[config.mk]
export PLATFORM = sky130hd
export DESIGN_NAME = mcac_delay_line
export DESIGN_NICKNAME = d
export VERILOG_FILES = /design/src/rtl/mcac_delay_line.sv
export SDC_FILE = /design/constraint.sdc
export NUM_CORES = 1
export LEC_CHECK = 0
export ABC_AREA = 1
export BUFFER_PORTS_ARGS = -buffer_cell sky130_fd_sc_hd__buf_2
export CAP_MARGIN = 20
export CORE_MARGIN = 2
export CORE_UTILIZATION = 35
export DETAILED_ROUTE_END_ITERATION = 10
export PLACE_DENSITY = 0.56
export SYNTH_ARGS = -nofsm -noshare
export SYNTH_HDL_FRONTEND = slang
export SYNTH_SLANG_ARGS = --single-unit
[constraint.sdc]
create_clock -name clk -period 2.1 [get_ports clk]
set_input_delay 0.42 -clock clk [delete_from_list [all_inputs] [get_ports clk]]
set_output_delay 0.42 -clock clk [all_outputs]
set_load 0.05 [all_outputs]
[src/rtl/mcac_delay_line.sv]
// Multi-channel tapped delay line for the MCAC predictor: DEPTH past samples per
// channel, time-multiplexed over NCH channels, with per-channel clear and fill status.

module mcac_delay_line_chan #(
    parameter int               WIDTH = 11,
    parameter int               DEPTH = 6,
    parameter logic [WIDTH-1:0] RV    = '0
) (
    input  logic                        clk,
    input  logic                        R,
    input  logic                        en,
    input  logic                        clr,
    input  logic [WIDTH-1:0]            x,
    output logic [DEPTH-1:0][WIDTH-1:0] taps,
    output logic                        primed
);
    localparam int FW = $clog2(DEPTH + 1);

    logic [DEPTH-1:0][WIDTH-1:0] tap;
    logic [FW-1:0]               fill;

    always_ff @(posedge clk) begin
        if (!R) begin
            tap  <= {DEPTH{RV}};
            fill <= '0;
        end else if (clr) begin
            // A sample arriving with the clear is kept as the first tap.
            tap <= {DEPTH{RV}};
            if (en) begin
                tap[0] <= x;
                fill   <= FW'(1);
            end else begin
                fill <= '0;
            end
        end else if (en) begin
            tap[0] <= x;
            for (int k = 1; k < DEPTH; k++) tap[k] <= tap[k-1];
            if (fill != FW'(DEPTH)) fill <= fill + FW'(1);
        end
    end

    assign taps   = tap;
    assign primed = (fill == FW'(DEPTH));
endmodule

module mcac_delay_line #(
    parameter int          WIDTH       = 11,
    parameter int          DEPTH       = 6,
    parameter int          NCH         = 4,
    parameter int unsigned RESET_VALUE = 32,
    localparam int         CW          = (NCH > 1) ? $clog2(NCH) : 1
) (
    input  logic                   clk,
    input  logic                   R,
    input  logic                   en,
    input  logic                   clr,
    input  logic [CW-1:0]          ch,
    input  logic [WIDTH-1:0]       x,
    output logic [DEPTH*WIDTH-1:0] taps,
    output logic [WIDTH-1:0]       y,
    output logic                   primed
);
    localparam logic [WIDTH-1:0] RV = WIDTH'(RESET_VALUE);

    logic [NCH-1:0][DEPTH-1:0][WIDTH-1:0] ch_taps;
    logic [NCH-1:0]                       ch_primed;
    logic [NCH-1:0]                       sel;

    // Out-of-range ch matches no channel, so writes drop and reads fall to defaults.
    genvar c;
    generate
        for (c = 0; c < NCH; c++) begin : g_ch
            assign sel[c] = (ch == CW'(c));
            mcac_delay_line_chan #(
                .WIDTH(WIDTH),
                .DEPTH(DEPTH),
                .RV   (RV)
            ) u_chan (
                .clk   (clk),
                .R     (R),
                .en    (en & sel[c]),
                .clr   (clr & sel[c]),
                .x     (x),
                .taps  (ch_taps[c]),
                .primed(ch_primed[c])
            );
        end
    endgenerate

    always_comb begin
        taps   = {DEPTH{RV}};
        primed = 1'b0;
        for (int i = 0; i < NCH; i++) begin
            if (sel[i]) begin
                taps   = ch_taps[i];
                primed = ch_primed[i];
            end
        end
    end

    assign y = taps[WIDTH-1:0];
endmodule

==> impl_metrics.ini <==
[detailed_routing]
num_vias = 11000
drc = 0
vias_per_cell = 5.10
routed_wl_mm = 39.1
ant_nets = 0
firstDrtPassIters = 6
wire_per_inst_um = 18.2
drt-initial-drc-count = 980

[timing]
setup_slack_ns = 0.00420
tightestPinTransition_ns = 0.609
min_period_ns = 2.10
finalCritPeriodShare_pct = 99.8
setup_violations = 0
drv_slew = 0
rsz0062_at_grt = yes
max_freq_ghz = 0.477
timing_hold_violations_final = 0
slew_headroom_pct = 58.9
fin_skew_ns = 0.0267

[cells_and_area]
final_core_util_pct = 44.4
layout.cells.non_filler = 2146
nNetsFinal = 1707
drive_gt1_share_pct = 17.7
syn_to_final_growth_pct = 25.0
diodes = 0

[placed_design]
dp_cells = 2085
io_buffers = 94
pre_cts_ws_ns = -0.309
gp_congestion = 0.844
hpwl_mm = 26.5

[power]
power_frac_seq_pct = 44.1
p_int_w = 0.00921
p_clk_share_pct = 45.6
power_frac_comb_pct = 10.2
p_per_area_nw_per_um2 = 853
power_w = 0.0123
p_leak_nw = 5.44
switchingPower_w = 0.00312
vdd_ir_drop_max_mv = 0.634
power_switching_share_pct = 25.3

[clocking]
numCtsBuffers = 30
hold_buffers = 0
clk_pin_slew_ns = 0.07
clock_latency_ns = 0.56
cts-root-buf = clkbuf_16
tritoncts = built
cts_buffer_depth = 3
cts.sinks = 276
h-tree-depth = 1

[outcome]
status = complete, no violations

[flow_run]
cap_violations = 0

[worst_setup_path]
r2r_setup_slack_ns = 0.84
r2r_end = g_ch[0].u_chan.fill[1]
path_cells = buf_4 > nor2_4 > buf_4 > buf_12 > buf_4 > nand2_1 > o2111ai_2 > buf_2
worstPathMaxFanout = 12
start_kind = primary input
crit_top_cell = buf_4
required_ns = 1.68
timing.rr.start = g_ch[0].u_chan.fill[0]
cp_slowest_cell = buf_2
worst-setup-path-type = primary input to output port
end_kind = output port
cpPeakStageDelay_ns = 0.33
worst_ep_arrival_time_ns = 1.68
rr_worst_depth = 6

[global_routing]
grt_pass1_wl_mm = 59.8
grt_max_degree = 44
overflow = 0
track_usage_pct = 22.5
grt_pass1_vias = 10200
antenna_found_initial = 0

[floorplanning]
rows = 66
floorplan.initialDensity_pct = 35.5
die_y_um = 186
core_um2 = 32500
die_width_um = 186
ios = 95
dieArea_um2 = 34500

[yosys]
syn-num-nets = 1612
synth_edf_count = 0
ys.warnings.count = 0
yosys_most_used_dff = dfxtp_1
async_flop_share_pct = 0
ys_seq_elements = 276
syn_area_per_cell_um2 = 7.29
seq_area_frac_synth_pct = 47.8
synthesis.area_um2 = 11600
yosysUniqueCellTypes = 26
netlist_instances = 1587

[min_path]
min_path_cells = 2
min-delay-start = R
hp-class = primary input to flop
whs_endpoint = g_ch[3].u_chan.taps[5]
## through the flow
stage | hold slack (ns) | cell area, µm² | setup TNS, ns
after floorplan | 0.424 | 11800 | -5.10
after global placement | 0.435 | 13100 | -2.64
after detailed placement | 0.444 | 13100 | -3.22
after CTS | 0.126 | 14200 | -0.000147
after global routing | 0.146 | 14500 | -0.114
final | 0.140 | 14500 | 0
## timing repair
item                                    in CTS  in global routing
gates resized for setup                     36                 78
setup buffers                                0                  6
pin swaps                                    1                  2
cloned                                       0                  1
endpoints found under the setup margin      40                 38
## registers in the layout (all words and copies together), names as in the netlist
| name | cells |
|---|---|
| g_ch.u_chan.taps | 264 |
| g_ch.u_chan.fill | 12 |
## synthesized netlist by cell type, types with 13 or more instances
cell	n	area share, %
o2111ai_1	35	2.7
o21ai_0	124	5.4
a21oi_1	275	12
nand2_1	562	18
dfxtp_1	276	48
nand3_1	36	1.6
inv_1	102	3.3
o21ai_1	13	0.56
buf_4	24	1.6
buf_2	44	1.9
clkbuf_1	35	1.1
## power by group through the flow
stage,Sequential (W),Clock [W],Combinational (W)
floorplan,0.00553,0,0.000763
global placement,0.00555,0,0.00119
detailed placement,0.00556,0,0.00120
CTS,0.00544,0.00570,0.00121
global route,0.00546,0.00594,0.00135
finish,0.00544,0.00563,0.00126
## worst max-delay path by stage
stage	start	end	slack (ns)	cells after the start
after floorplan	ch[0]	taps[17]	-0.24	4
after global placement	ch[0]	taps[19]	-0.29	6
after detailed placement	ch[0]	taps[19]	-0.31	6
after CTS	g_ch[1].u_chan.fill[0]	primed	-0.0001	7
after global routing	ch[0]	taps[34]	-0.03	9
final	ch[0]	taps[47]	0.004	8
## cell type report
type	instances	area, µm²
multi-input combinational	1082	5250
tap	442	553
fill	3390	18100
timing repair buffer	178	1630
clock inverter	5	100
inverter	114	430
clock buffer	49	963
sequential	276	5530
## per-layer routing
metal	wire (µm)	vias to the layer above	GRT usage, %	part of all wire, %
li1	-	5390	-	-
met1	18600	5120	32.3	48
met2	17100	380	35.5	44
met3	2530	64	3.27	6.5
met4	878	0	5.64	2.2
met5	0	-	0	0
## worst max-delay path, delay by kind of cell
family | cells | cell delay, ns
simple gates | 2 | 0.21
compound gates | 1 | 0.13
buf+inv | 5 | 0.91
## cell usage in the layout, fill, tap and decap left out, types with 2 or more instances in the layout
cell         n
a21oi_1    274
buf_12      28
buf_2       50
buf_4       70
buf_6       13
bufinv_16    3
clkbuf_1     6
clkbuf_16   32
clkbuf_4    16
clkbuf_8    12
clkinv_1     4
clkinv_2     2
dfxtp_1    272
dfxtp_2      4
ha_1         4
ha_2         3
inv_1       96
inv_2       13
nand2_1    554
nand2_2     10
nand2_4      2
nand3_1     35
nand3_2      3
nand3_4      3
nand4_1      8
nor2_1       2
nor2_4       4
o2111ai_1   11
o2111ai_2   22
o2111ai_4    2
o21ai_0    115
o21ai_1     16
o21ai_2      6
o22ai_1      4
## kinds of logic (layout without fill, tap and decap cells)
logic type                 count (synthesis)  after routing  share of synthesized area [%]
and+or+nand+nor                          623            623                           21.6
DFF                                      276            276                           47.8
buffers and inverters                    229            346                           9.08
AOI/OAI and AO/OA                        451            451                           20.7
adders and majority gates                  8              8                          0.865
(Power assumes the default switching activity.)
